File: src/rtl/spi_buf_arb_if.sv
// spi_buf_arb_if: signal bundle between the SPI transmit-buffer arbiter, its two
// burst requesters and the CPU-side port of the 32-byte buffer.
//
// Requester side (index 0 and 1):
//   req, wr, addr[4:0], len[5:0], wdata[7:0]     requester -> arbiter
//   gnt, beat, rvalid, done                      arbiter -> requester
//   rdata[7:0]                                   arbiter -> requesters (shared)
// Buffer side:
//   buf_addr[7:0], buf_wr, buf_di[7:0]           arbiter -> buffer
//   buf_do[7:0]                                  buffer -> arbiter
//   spi_busy                                     SPI engine -> arbiter
//
// Modports: slave is the arbiter's view, master is the view of everything
// around it (requesters, buffer and SPI engine).
interface spi_buf_arb_if;
  // Requester 0
  logic       req0;
  logic       wr0;
  logic [4:0] addr0;
  logic [5:0] len0;
  logic [7:0] wdata0;
  logic       gnt0;
  logic       beat0;
  logic       rvalid0;
  logic       done0;
  // Requester 1
  logic       req1;
  logic       wr1;
  logic [4:0] addr1;
  logic [5:0] len1;
  logic [7:0] wdata1;
  logic       gnt1;
  logic       beat1;
  logic       rvalid1;
  logic       done1;
  // Shared read data
  logic [7:0] rdata;
  // Buffer port and SPI status
  logic       spi_busy;
  logic [7:0] buf_addr;
  logic       buf_wr;
  logic [7:0] buf_di;
  logic [7:0] buf_do;

  modport slave (
    input  req0, wr0, addr0, len0, wdata0,
    input  req1, wr1, addr1, len1, wdata1,
    input  spi_busy, buf_do,
    output gnt0, beat0, rvalid0, done0,
    output gnt1, beat1, rvalid1, done1,
    output rdata, buf_addr, buf_wr, buf_di
  );

  modport master (
    output req0, wr0, addr0, len0, wdata0,
    output req1, wr1, addr1, len1, wdata1,
    output spi_busy, buf_do,
    input  gnt0, beat0, rvalid0, done0,
    input  gnt1, beat1, rvalid1, done1,
    input  rdata, buf_addr, buf_wr, buf_di
  );
endinterface

File: src/rtl/spi_buf_arb.sv
// spi_buf_arb: burst arbiter for the CPU-side port of the 32-byte SPI transmit
// buffer. Two requesters ask for read or write bursts; one burst is granted at a
// time and driven beat by beat onto the buffer port. Write bursts are not
// granted while the SPI side is transmitting; a write burst already granted
// runs to completion regardless of spi_busy.
//
// Ports:
//   clk     clock
//   reset   synchronous, active-high reset
//   bus     spi_buf_arb_if.slave: requester handshakes (req/wr/addr/len/wdata,
//           gnt/beat/rvalid/done), shared rdata, buffer port
//           (buf_addr/buf_wr/buf_di/buf_do) and spi_busy
//
// Per burst: request seen in IDLE (cycle 0), gnt pulse (cycle 1), beats on
// cycles 2..L+1, done pulse on cycle L+2, back in IDLE on cycle L+3. Burst
// length L = min(len, 32); L = 0 goes straight from GRANT to DONE.
//
// Configuration:
//   SPI_BUF_ARB_RR_EN defined   round-robin on ties (requester not served last
//                               wins; pointer updated at every grant)
//   undefined (default)         fixed priority, requester 0 wins ties
//
// All outputs are registered except buf_di, which follows the owner's wdata
// combinationally during write beats, and rdata, which passes the buffer's
// already-registered read port through while rvalid is high.
module spi_buf_arb (
  input  logic         clk,
  input  logic         reset,
  spi_buf_arb_if.slave bus
);

  localparam logic [1:0] StIdle  = 2'd0;
  localparam logic [1:0] StGrant = 2'd1;
  localparam logic [1:0] StBurst = 2'd2;
  localparam logic [1:0] StDone  = 2'd3;

  localparam logic [5:0] MaxLen = 6'd32;

  // FSM and latched burst descriptor
  logic [1:0] state_q, state_d;
  logic       owner_q, owner_d;   // requester index that owns the burst
  logic       wr_q, wr_d;
  logic [4:0] addr_q, addr_d;     // address of the next beat to issue
  logic [5:0] len_q, len_d;       // effective (clipped) length
  logic [5:0] cnt_q, cnt_d;       // beats issued so far, including the live one

  // Registered outputs
  logic [1:0] gnt_q, gnt_d;
  logic [1:0] beat_q, beat_d;
  logic [1:0] rvalid_q, rvalid_d;
  logic [1:0] done_q, done_d;
  logic [4:0] buf_addr_q, buf_addr_d;
  logic       buf_wr_q, buf_wr_d;

  // Arbitration
  logic       elig0, elig1;
  logic       win;
  logic [5:0] win_len;
  logic [5:0] win_len_eff;

  // A write request is only eligible while the SPI side is idle.
  assign elig0 = bus.req0 & (~bus.wr0 | ~bus.spi_busy);
  assign elig1 = bus.req1 & (~bus.wr1 | ~bus.spi_busy);

`ifdef SPI_BUF_ARB_RR_EN
  // Index of the requester served by the most recent grant.
  logic last_q, last_d;

  // On a tie, serve the one not served last; otherwise whoever is eligible.
  assign win = (elig0 & elig1) ? ~last_q : elig1;
`else
  // Requester 0 wins whenever it is eligible.
  assign win = ~elig0;
`endif

  assign win_len     = win ? bus.len1 : bus.len0;
  assign win_len_eff = (win_len > MaxLen) ? MaxLen : win_len;

  always_comb begin
    state_d    = state_q;
    owner_d    = owner_q;
    wr_d       = wr_q;
    addr_d     = addr_q;
    len_d      = len_q;
    cnt_d      = cnt_q;
    gnt_d      = 2'b00;
    beat_d     = 2'b00;
    rvalid_d   = 2'b00;
    done_d     = 2'b00;
    buf_wr_d   = 1'b0;
    buf_addr_d = buf_addr_q;
`ifdef SPI_BUF_ARB_RR_EN
    last_d     = last_q;
`endif

    // Buffer read data appears one cycle after each read beat.
    if (state_q == StBurst && !wr_q) begin
      rvalid_d[owner_q] = 1'b1;
    end

    case (state_q)
      StIdle: begin
        if (elig0 | elig1) begin
          state_d      = StGrant;
          owner_d      = win;
          wr_d         = win ? bus.wr1 : bus.wr0;
          addr_d       = win ? bus.addr1 : bus.addr0;
          len_d        = win_len_eff;
          gnt_d[win]   = 1'b1;
`ifdef SPI_BUF_ARB_RR_EN
          last_d       = win;
`endif
        end
      end

      StGrant: begin
        if (len_q == 6'd0) begin
          state_d          = StDone;
          done_d[owner_q]  = 1'b1;
        end else begin
          // Issue beat 0 on the next cycle.
          state_d          = StBurst;
          beat_d[owner_q]  = 1'b1;
          buf_wr_d         = wr_q;
          buf_addr_d       = addr_q;
          addr_d           = addr_q + 5'd1;
          cnt_d            = 6'd1;
        end
      end

      StBurst: begin
        if (cnt_q == len_q) begin
          // The live beat is the last one.
          state_d          = StDone;
          done_d[owner_q]  = 1'b1;
        end else begin
          beat_d[owner_q]  = 1'b1;
          buf_wr_d         = wr_q;
          buf_addr_d       = addr_q;
          addr_d           = addr_q + 5'd1;  // wraps 31 -> 0
          cnt_d            = cnt_q + 6'd1;
        end
      end

      StDone: begin
        state_d = StIdle;
      end

      default: begin
        state_d = StIdle;
      end
    endcase
  end

  always_ff @(posedge clk) begin
    if (reset) begin
      state_q    <= StIdle;
      owner_q    <= 1'b0;
      wr_q       <= 1'b0;
      addr_q     <= 5'd0;
      len_q      <= 6'd0;
      cnt_q      <= 6'd0;
      gnt_q      <= 2'b00;
      beat_q     <= 2'b00;
      rvalid_q   <= 2'b00;
      done_q     <= 2'b00;
      buf_addr_q <= 5'd0;
      buf_wr_q   <= 1'b0;
`ifdef SPI_BUF_ARB_RR_EN
      // Treat requester 1 as last served so requester 0 wins the first tie.
      last_q     <= 1'b1;
`endif
    end else begin
      state_q    <= state_d;
      owner_q    <= owner_d;
      wr_q       <= wr_d;
      addr_q     <= addr_d;
      len_q      <= len_d;
      cnt_q      <= cnt_d;
      gnt_q      <= gnt_d;
      beat_q     <= beat_d;
      rvalid_q   <= rvalid_d;
      done_q     <= done_d;
      buf_addr_q <= buf_addr_d;
      buf_wr_q   <= buf_wr_d;
`ifdef SPI_BUF_ARB_RR_EN
      last_q     <= last_d;
`endif
    end
  end

  assign bus.gnt0     = gnt_q[0];
  assign bus.gnt1     = gnt_q[1];
  assign bus.beat0    = beat_q[0];
  assign bus.beat1    = beat_q[1];
  assign bus.rvalid0  = rvalid_q[0];
  assign bus.rvalid1  = rvalid_q[1];
  assign bus.done0    = done_q[0];
  assign bus.done1    = done_q[1];
  assign bus.buf_addr = {3'b000, buf_addr_q};
  assign bus.buf_wr   = buf_wr_q;

  // The owner presents its data in the beat cycle itself; zero otherwise.
  assign bus.buf_di = buf_wr_q ? (owner_q ? bus.wdata1 : bus.wdata0) : 8'h00;

  // buf_do is the buffer's registered read port; forward it while rvalid is up.
  assign bus.rdata = (|rvalid_q) ? bus.buf_do : 8'h00;

endmodule

File: src/flat_wrapper.sv
// flat-port wrapper written by rule: the top's interface ports become plain ports
module spi_buf_arb_flat 
  (clk, reset, bus_req0, bus_wr0, bus_addr0, bus_len0, bus_wdata0, bus_req1, bus_wr1, bus_addr1, bus_len1, bus_wdata1, bus_spi_busy, bus_buf_do, bus_gnt0, bus_beat0, bus_rvalid0, bus_done0, bus_gnt1, bus_beat1, bus_rvalid1, bus_done1, bus_rdata, bus_buf_addr, bus_buf_wr, bus_buf_di);
  spi_buf_arb_if bus_i ();
  input  logic clk;
  input  logic reset;
  input wire logic [$bits(bus_i.req0)-1:0] bus_req0;
  input wire logic [$bits(bus_i.wr0)-1:0] bus_wr0;
  input wire logic [$bits(bus_i.addr0)-1:0] bus_addr0;
  input wire logic [$bits(bus_i.len0)-1:0] bus_len0;
  input wire logic [$bits(bus_i.wdata0)-1:0] bus_wdata0;
  input wire logic [$bits(bus_i.req1)-1:0] bus_req1;
  input wire logic [$bits(bus_i.wr1)-1:0] bus_wr1;
  input wire logic [$bits(bus_i.addr1)-1:0] bus_addr1;
  input wire logic [$bits(bus_i.len1)-1:0] bus_len1;
  input wire logic [$bits(bus_i.wdata1)-1:0] bus_wdata1;
  input wire logic [$bits(bus_i.spi_busy)-1:0] bus_spi_busy;
  input wire logic [$bits(bus_i.buf_do)-1:0] bus_buf_do;
  output wire logic [$bits(bus_i.gnt0)-1:0] bus_gnt0;
  output wire logic [$bits(bus_i.beat0)-1:0] bus_beat0;
  output wire logic [$bits(bus_i.rvalid0)-1:0] bus_rvalid0;
  output wire logic [$bits(bus_i.done0)-1:0] bus_done0;
  output wire logic [$bits(bus_i.gnt1)-1:0] bus_gnt1;
  output wire logic [$bits(bus_i.beat1)-1:0] bus_beat1;
  output wire logic [$bits(bus_i.rvalid1)-1:0] bus_rvalid1;
  output wire logic [$bits(bus_i.done1)-1:0] bus_done1;
  output wire logic [$bits(bus_i.rdata)-1:0] bus_rdata;
  output wire logic [$bits(bus_i.buf_addr)-1:0] bus_buf_addr;
  output wire logic [$bits(bus_i.buf_wr)-1:0] bus_buf_wr;
  output wire logic [$bits(bus_i.buf_di)-1:0] bus_buf_di;
  assign bus_i.req0 = bus_req0;
  assign bus_i.wr0 = bus_wr0;
  assign bus_i.addr0 = bus_addr0;
  assign bus_i.len0 = bus_len0;
  assign bus_i.wdata0 = bus_wdata0;
  assign bus_i.req1 = bus_req1;
  assign bus_i.wr1 = bus_wr1;
  assign bus_i.addr1 = bus_addr1;
  assign bus_i.len1 = bus_len1;
  assign bus_i.wdata1 = bus_wdata1;
  assign bus_i.spi_busy = bus_spi_busy;
  assign bus_i.buf_do = bus_buf_do;
  assign bus_gnt0 = bus_i.gnt0;
  assign bus_beat0 = bus_i.beat0;
  assign bus_rvalid0 = bus_i.rvalid0;
  assign bus_done0 = bus_i.done0;
  assign bus_gnt1 = bus_i.gnt1;
  assign bus_beat1 = bus_i.beat1;
  assign bus_rvalid1 = bus_i.rvalid1;
  assign bus_done1 = bus_i.done1;
  assign bus_rdata = bus_i.rdata;
  assign bus_buf_addr = bus_i.buf_addr;
  assign bus_buf_wr = bus_i.buf_wr;
  assign bus_buf_di = bus_i.buf_di;
  spi_buf_arb u_core (.clk(clk), .reset(reset), .bus(bus_i));
endmodule
File: config.mk
export PLATFORM = sky130hd
export DESIGN_NAME = spi_buf_arb_flat
export DESIGN_NICKNAME = d
export VERILOG_FILES = /design/src/rtl/spi_buf_arb_if.sv /design/src/rtl/spi_buf_arb.sv /design/src/flat_wrapper.sv
export SDC_FILE = /design/constraint.sdc
export NUM_CORES = 1
export LEC_CHECK = 0
export BUFFER_PORTS_ARGS = -buffer_cell sky130_fd_sc_hd__buf_2
export CAP_MARGIN = 0
export CORE_ASPECT_RATIO = 1.4
export CORE_UTILIZATION = 30
export CTS_CLUSTER_SIZE = 10
export DETAILED_ROUTE_END_ITERATION = 8
export GPL_ROUTABILITY_DRIVEN = 0
export GPL_TIMING_DRIVEN = 0
export PLACE_DENSITY_LB_ADDON = 0.1
export SLEW_MARGIN = 20
export SYNTH_ARGS = -nofsm -noshare
export SYNTH_HDL_FRONTEND = slang
export SYNTH_SLANG_ARGS = --single-unit
File: constraint.sdc
create_clock -name clk -period 3.8 [get_ports clk]
set_input_delay 0.38 -clock clk [delete_from_list [all_inputs] [get_ports clk]]
set_output_delay 0.38 -clock clk [all_outputs]
set_load 0.1 [all_outputs]
# --- Word-level counts from Yosys, hierarchy flattened ---
# Index checks and enable logic that the tools add are counted.
classes:
  add_sub_neg: 2
  order_cmp: 5
  eq_ne: 8
  mux: 34
  bitwise: 12
  n_reduce_logical: 15
ops:
  columns: ["op", "count"]
  rows:
  - ["two-way mux 5 bit", 6]
  - ["two-way mux 6 bit", 4]
  - ["two-way mux 8 bit", 3]
  - ["case mux 5 bit (3 select lines)", 1]
  - ["two-way mux 2 bit", 6]
  - ["case mux 6 bit (2 select lines)", 1]
  - ["case mux 5 bit (2 select lines)", 1]
  - ["case mux 2 bit (2 select lines)", 2]
  - ["case mux 2 bit (4 select lines)", 1]
  - ["inverter 1 bit", 7]
  - ["adder 6 x 1 -> 6 bit, second input constant", 1]
  - ["equality test 6 bit", 1]
  - ["> comparator 6 bit, second input constant", 1]
  - ["logical NOT 6 bit", 1]
  - ["two-way mux 1 bit", 6]
  - ["inequality test 2 bit, second input constant", 3]
  - ["adder 5 x 1 -> 5 bit, second input constant", 1]
  - ["equality test 2 bit, second input constant", 2]
  - ["< comparator 1 x 2 -> 1 bit, second input constant", 2]
  - ["AND reduction 2 bit", 2]
  - ["AND reduction 4 bit", 1]
  - ["OR reduction 2 bit", 2]
  - ["logical AND 1 bit", 3]
  - ["bitwise OR 1 bit", 3]
  - ["other kinds (12)", 15]
totals:
  register_bits: 35
  in_bits: 53
  output_inout_bits: 33
  wordCells: 88

# --- Logic depth before layout (Yosys ltp) ---
# Gate-level depths: netlist of the first run.
logic_depth:
  depth_word: 8
  mapped_depth: 9
  ltp_nobuf: 7

# --- Least setup slack after synthesis of the first run ---
# Ideal clock, no wire load.
synth_path:
  kind: "register to output"
  start: "register u_core.rvalid_q[1]"
  end: "output port bus_rdata[0]"
  arrival_time_ns: 2.617
  required_ns: 3.420
  path_slack_ns: 0.803
  stages_incl_launch_ff: 3
  path_buffers: 0
  cell_sequence: "dfxtp_1 -> nor2_1 -> nor2b_1"
synth_between:
  elab_chain_len: 2
synth_lines:
  columns: ["item", "line_no", "rtl"]
  rows:
  - ["start, declared", "spi_buf_arb.sv:50", "logic [1:0] rvalid_q, rvalid_d;"]
  - ["start signal, assigned", "spi_buf_arb.sv:182", "rvalid_q <= rvalid_d;"]
  - ["OR reduction 2 bit", "spi_buf_arb.sv:207", "assign bus.rdata = (|rvalid_q) ? bus.buf_do : 8'h00;"]
  - ["two-way mux 8 bit", "spi_buf_arb.sv:207", null]
  - ["end, declared", "flat_wrapper.sv:27", "output wire logic [$bits(bus_i.rdata)-1:0] bus_rdata;"]
# Every way passes these cells.

# --- Final worst setup path of the first run ---
layout_path:
  start: "register u_core.owner_q"
  end: "output port bus_buf_di[3]"
layout_between:
  elab_chain_len: 2
layout_lines:
  columns: ["item", "line_no", "rtl"]
  rows:
  - ["start, declared", "spi_buf_arb.sv:41", "logic owner_q, owner_d;"]
  - ["start signal, assigned", "spi_buf_arb.sv:175", "owner_q <= owner_d;"]
  - ["two-way mux 8 bit (2 in a row)", "spi_buf_arb.sv:204", "assign bus.buf_di = buf_wr_q ? (owner_q ? bus.wdata1 : bus.wdata0) : 8'h00;"]
  - ["end, declared", "flat_wrapper.sv:30", "output wire logic [$bits(bus_i.buf_di)-1:0] bus_buf_di;"]
# Every way passes these cells.

==> results.cfg, run 1 <==
[status]
status = finished clean

[power_and_ir_drop]
p_total_w = 0.00189
irDropWorstVdd_mv = 0.391
p_leak_nw = 1.22
powerDensity_mw_per_mm2 = 703

[place]
hpwl_um = 4100
dp_cells = 411
placement.io_buffers = 81
dp_slack_ns = 1.63

[floorplanning]
die_y_um = 100
dieArea_mm2 = 0.00725
ios = 86
die_w_um = 72.3
rows = 35
start_util_pct = 31.4
fp.coreArea_mm2 = 0.00661

[run]
cap_violations = 0

[clocking]
cts_resized = 0
cts_setup_buffers = 0
clk_pin_slew_ns = 0.07
h-tree-depth = 2
cts-hold-fix-buffers = 0
cts_buffers = 5
numClockSinks = 35
clk_latency_ns = 0.29
cts.path.max_buffers = 2
cts_tree = done
cts_root_buf = clkbuf_8

[finish]
fillers = 673
area_growth_pct = 29.5
diodes = 0
final_common_cell = buf_2
drive_above_1_share_pct = 34.3
final_nets = 385
stdcell_count = 419
final_cell_mix = buf_2 (84), dfxtp_1 (35), nor2_1 (23)

[timing]
final_hold_viol_count = 0
fin_tns_setup_ns = 0
min_period_ns = 2.39
slew_viol_final = 0
timing.fmax_mhz = 418
fin_worst_skew_ns = 0.00691
setup_ws_ns = 1.41
grt_setup_unrepaired = no
maxSlewHeadroom_pct = 61.7
max_slew.worst_pin.slew_ns = 0.575
min_period_over_period_pct = 62.9
setup_viol_count_final = 0
whs_ns = 0.454

[worst_setup_path]
start_kind = flip-flop
r2r.worst_path.cells = 9
crit_cells = 5
regToRegEndpoint = u_core.buf_addr_q[4]$_SDFFE_PP0P_
crit_family = buffers and inverters
path_common_cell = clkbuf_1
worstPathMaxFanout = 10
crit_path_end_kind = primary output
crit_required_ns = 3.42
path_cells = clkbuf_1, clkbuf_1, mux2i_1, nor2b_1, buf_2
reg2reg_from = u_core.state_q[0]$_SDFFE_PP0P_
r2r_setup_slack_ns = 1.63
cp.arrival_ns = 2.01
cp_slowest_cell = clkbuf_1
path_class = reg2out
critical_path_buf_inv_count = 3
cp_slowest_stage_delay_ns = 0.49

[global_routing]
grt_overflow_total = 0
grt_pass1_wl_um = 8340
track_usage_pct = 15.0
antenna_found_initial = 0
grt_pass1_vias = 1809
grt_max_degree = 12

[logic_synthesis]
synth-edff-count = 0
ys_warn_count = 0
synthMuxAreaShare_pct = 10.7
async_reset_ff_share_pct = 0
synth_flop_cell = dfxtp_1
yosys.area_share.adder_pct = 3.62
syn_area_mm2 = 0.00207
ys_seq_area_share_pct = 33.8
ys_ff_latch = 35
syn_avg_cell_area_um2 = 8.78
yosys.area_share.simple_pct = 23.8
synthDistinctLibCells = 44
synth_compound_area_share_pct = 18.2
synthXorXnorAreaFrac_pct = 2.53
synth_top_family_by_area = simple AND/OR/NAND/NOR gates
netlist_instances = 236

[routing]
drtPass1Iterations = 6
viasPerCell = 4.66
route.antenna.remaining_nets = 0
wl_per_cell_um = 12.5
vias = 1952
drt-total-wl_um = 5250
drc = 0
drt_iter0_markers = 32

[min_path]
hold_end = u_core.wr_q$_SDFFE_PP0P_
min_from = bus_wr1
worstHoldPathCells = 3
hp-class = in2reg
-- worst max-delay path by stage --
stage | start | to | slack (ns)
2_1_floorplan | u_core.rvalid_q[1]$_SDFF_PP0_ | bus_rdata[0] | 0.80
3_3_place_gp | u_core.state_q[0]$_SDFFE_PP0P_ | u_core.buf_addr_q[0]$_SDFFE_PP0P_ | 1.65
6_report | u_core.owner_q$_SDFFE_PP0P_ | bus_buf_di[3] | 1.41
5_1_grt | u_core.owner_q$_SDFFE_PP0P_ | bus_buf_di[4] | 1.21
4_1_cts | u_core.owner_q$_SDFFE_PP0P_ | bus_buf_di[3] | 1.35
3_5_place_dp | u_core.state_q[0]$_SDFFE_PP0P_ | u_core.buf_addr_q[4]$_SDFFE_PP0P_ | 1.63
-- worst reg2reg max path: stages (launching register included) --
cell	delay, ns
dfxtp_1	0.33
inv_1	0.12
ha_1	0.16
buf_4	0.15
inv_1	0.07
or3_2	0.55
o211ai_4	0.21
buf_6	0.19
mux2i_1	0.19
nor2_1	0.05
-- routing by layer --
metal,GRT usage [%],share of wire (%),vias to the layer above
met5,0,0,-
met2,28.3,51,84
met3,3.41,6.6,10
li1,-,-,1002
met1,15.4,41,856
met4,6.18,1.9,0
-- synth_stat cells, types with 4 or more instances --
cell | instances | area, um^2
a31oi_1 | 5 | 31.3
o21ai_0 | 5 | 25.0
nor2_1 | 23 | 86.3
and2_1 | 4 | 25.0
inv_1 | 10 | 37.5
clkbuf_1 | 6 | 22.5
nand2b_1 | 6 | 37.5
buf_4 | 5 | 37.5
nand3_1 | 6 | 30.0
a21oi_1 | 12 | 60.1
nor2b_1 | 19 | 119
a211oi_1 | 11 | 82.6
dfxtp_1 | 35 | 701
mux2i_1 | 21 | 210
nor3b_1 | 6 | 45.0
nand2_1 | 9 | 33.8
xor2_1 | 6 | 52.6
ha_1 | 6 | 75.1
-- report_power, final --
part           switching, W  internal (W)
registers         0.0000800      0.000458
logic              0.000726      0.000361
clock network      0.000136      0.000125
total              0.000942      0.000944
-- state kept, by name (all words and copies together), names as in the netlist --
| signal | count |
|---|---|
| u_core.bus.buf_wr | 1 |
| u_core.addr_q | 5 |
| u_core.buf_addr_q | 5 |
| u_core.len_q | 6 |
| u_core.rvalid_q | 2 |
| u_core.state_q | 2 |
| u_core.owner_q | 1 |
| u_core.cnt_q | 6 |
| u_core.done_q | 2 |
| u_core.wr_q | 1 |
| u_core.beat_q | 2 |
| u_core.gnt_q | 2 |
-- cell type report --
| cell class | count | area [um^2] | area share, % |
|---|---|---|---|
| Clock inverter | 3 | 15.0 | 0.559 |
| Inverter | 10 | 37.5 | 1.40 |
| Sequential cell | 35 | 701 | 26.1 |
| Timing Repair Buffer | 81 | 405 | 15.1 |
| Buffer | 17 | 111 | 4.15 |
| Multi-Input combinational cell | 176 | 1230 | 45.9 |
| Tap cell | 92 | 115 | 4.29 |
| Clock buffer | 5 | 68.8 | 2.56 |
-- per-stage QoR --
step	utilization, %	cell area (um^2)
finish	40.6	2690
global route	40.6	2690
CTS	40.6	2690
detailed placement	39.3	2600
global placement	39.3	2600
floorplan	-	2080
-- kinds of logic (layout without fill, tap and decap cells) --
family	after synthesis	count (layout)
flip-flops	35	35
multiplexers	22	22
AO/OA/AOI/OAI	50	50
adder cells (fa/ha/maj)	6	6
other	1	3
AND/OR/NAND/NOR	89	89
buffers and inverters	27	116
XOR/XNOR	6	6
Power figures use the tool's default switching activity.
==> inputs of run 2 (changes only) <==
clock period = 2.34 ns   (was 3.8 ns; I/O delays follow)
==> results.cfg, run 2 (same netlist as run 1, synthesis figures left out) <==
[routing]
wl_met3_um = 277
drtPass1Iterations = 5
vias = 1935
wl_met1_um = 2160
drc = 0
route.antenna.remaining_nets = 0
wl_per_cell_um = 12.4
drt_iter0_markers = 28
wl_met2_um = 2690
viasPerCell = 4.62
drt-total-wl_um = 5180
top_layer_used = met4

[finish]
stdcell_count = 419
reg.largest.list = u_core.cnt_q x6, u_core.len_q x6
final_common_cell = buf_2
drive_above_1_share_pct = 36.7
fin_area_mm2 = 0.00271
final_cell_mix = buf_2 (84), dfxtp_1 (35), nor2_1 (23)
area_growth_pct = 30.6
diodes = 0
final_nets = 385

[timing]
timing.fmax_mhz = 455
setup_viol_count_final = 0
maxSlewHeadroom_pct = 60.8
fin_tns_setup_ns = 0
fin_worst_skew_ns = 0.0106
slew_viol_final = 0
max_slew.worst_pin.slew_ns = 0.582
min_period_over_period_pct = 93.9
final_hold_viol_count = 0
whs_ns = 0.303
min_period_ns = 2.20
grt_setup_unrepaired = no

[power_and_ir_drop]
p_leak_nw = 1.22
p_total_w = 0.00308
powerDensity_mw_per_mm2 = 1140
irDropWorstVdd_mv = 0.537

[floorplanning]
dieArea_mm2 = 0.00725
ios = 86
die_y_um = 100
rows = 35
fp.coreArea_mm2 = 0.00661
start_util_pct = 31.4
die_w_um = 72.3

[place]
dp_cells = 411
hpwl_um = 4080
placement.io_buffers = 81
placed_cell_area_mm2 = 0.00262

[worst_setup_path]
crit_path_end_kind = flip-flop
crit_required_ns = 2.50
path_common_cell = inv_1
critical_path_buf_inv_count = 4
cp_slowest_cell = or3_2
worstPathMaxFanout = 10
r2r.worst_path.cells = 9
path_class = reg2reg
crit_cells = 9
start_kind = flip-flop
path_cells = inv_1, ha_1, buf_4, inv_1, or3_2, o211ai_4, buf_6, mux2i_1, nor2_1
crit_family = simple AND/OR/NAND/NOR gates
cp.arrival_ns = 2.36
cp_slowest_stage_delay_ns = 0.55

[clocking]
cts_tree = done
clk_pin_slew_ns = 0.07
clk_latency_ns = 0.29
cts.path.max_buffers = 2
numClockSinks = 35
h-tree-depth = 2
cts_root_buf = clkbuf_8
cts_buffers = 5
cts_setup_buffers = 0

[global_routing]
track_usage_pct = 14.6
grt_max_degree = 12
grt_overflow_total = 0
antenna_found_initial = 0
grt_pass1_wl_um = 8190
grt_pass1_vias = 1767

[min_path]
worstHoldPathCells = 3
hp-class = in2reg

[run]
cap_violations = 0

[status]
status = finished clean
-- run 2: layout make-up --
cell class	instances	area [um^2]
buffer	17	113
clock buffer	6	72.6
clock inverter	2	12.5
fill	682	3910
inverter	10	37.5
multi-input combinational	176	1250
sequential	35	701
tap	92	115
timing repair buffer	81	405
-- run 2: stage by stage --
| stage | utilization [%] | setup slack, ns |
|---|---|---|
| after CTS | 40.9 | 0.0316 |
| after detailed placement | 39.6 | 0.141 |
| after floorplan | - | -0.511 |
| final | 40.9 | 0.142 |
| after global routing | 40.9 | 0.0294 |
| after global placement | 39.6 | 0.167 |
-- run 2: worst reg2reg max path: cells and delay by family, from the launching register on --
kind / cells / cell delay (ns)
AND/OR/NAND/NOR: 2 / 0.60
buffers and inverters: 4 / 0.54
flip-flops: 1 / 0.33
AO/OA/AOI/OAI: 1 / 0.22
multiplexers: 1 / 0.20
adder cells (fa/ha/maj): 1 / 0.17
-- run 2: what timing repair did --
| action | 4_1_cts | 5_1_grt |
|---|---|---|
| gates resized for setup | 0 | 2 |
| hold buffers | 0 | 0 |
| endpoints found under the hold margin | 0 | 0 |
| endpoints found under the setup margin | 0 | 5 |
-- run 2: path summary, 6_finish.rpt --
| path | slack, ns | from | to |
|---|---|---|---|
| setup / recovery | 0.14 | u_core.state_q[0]$_SDFFE_PP0P_ | u_core.buf_addr_q[3]$_SDFFE_PP0P_ |
| hold / removal | 0.30 | bus_len0[2] | u_core.len_q[2]$_SDFFE_PP0P_ |
| setup reg to reg | 0.14 | u_core.state_q[0]$_SDFFE_PP0P_ | u_core.buf_addr_q[3]$_SDFFE_PP0P_ |
| hold reg to reg | 0.50 | u_core.buf_addr_q[2]$_SDFFE_PP0P_ | u_core.buf_addr_q[2]$_SDFFE_PP0P_ |
-- run 2: metal layers --
metal  vias up  global-route usage [%]
met4         0                    5.13
li1       1001                       -
met3         6                    2.31
met2        72                    29.2
met1       856                    14.9
met5         -                       0
-- run 2: power breakdown --
group	internal, W	switching (W)	total, W
Combinational	0.000588	0.00119	0.00178
Sequential	0.000744	0.000130	0.000874
Clock	0.000208	0.000221	0.000429
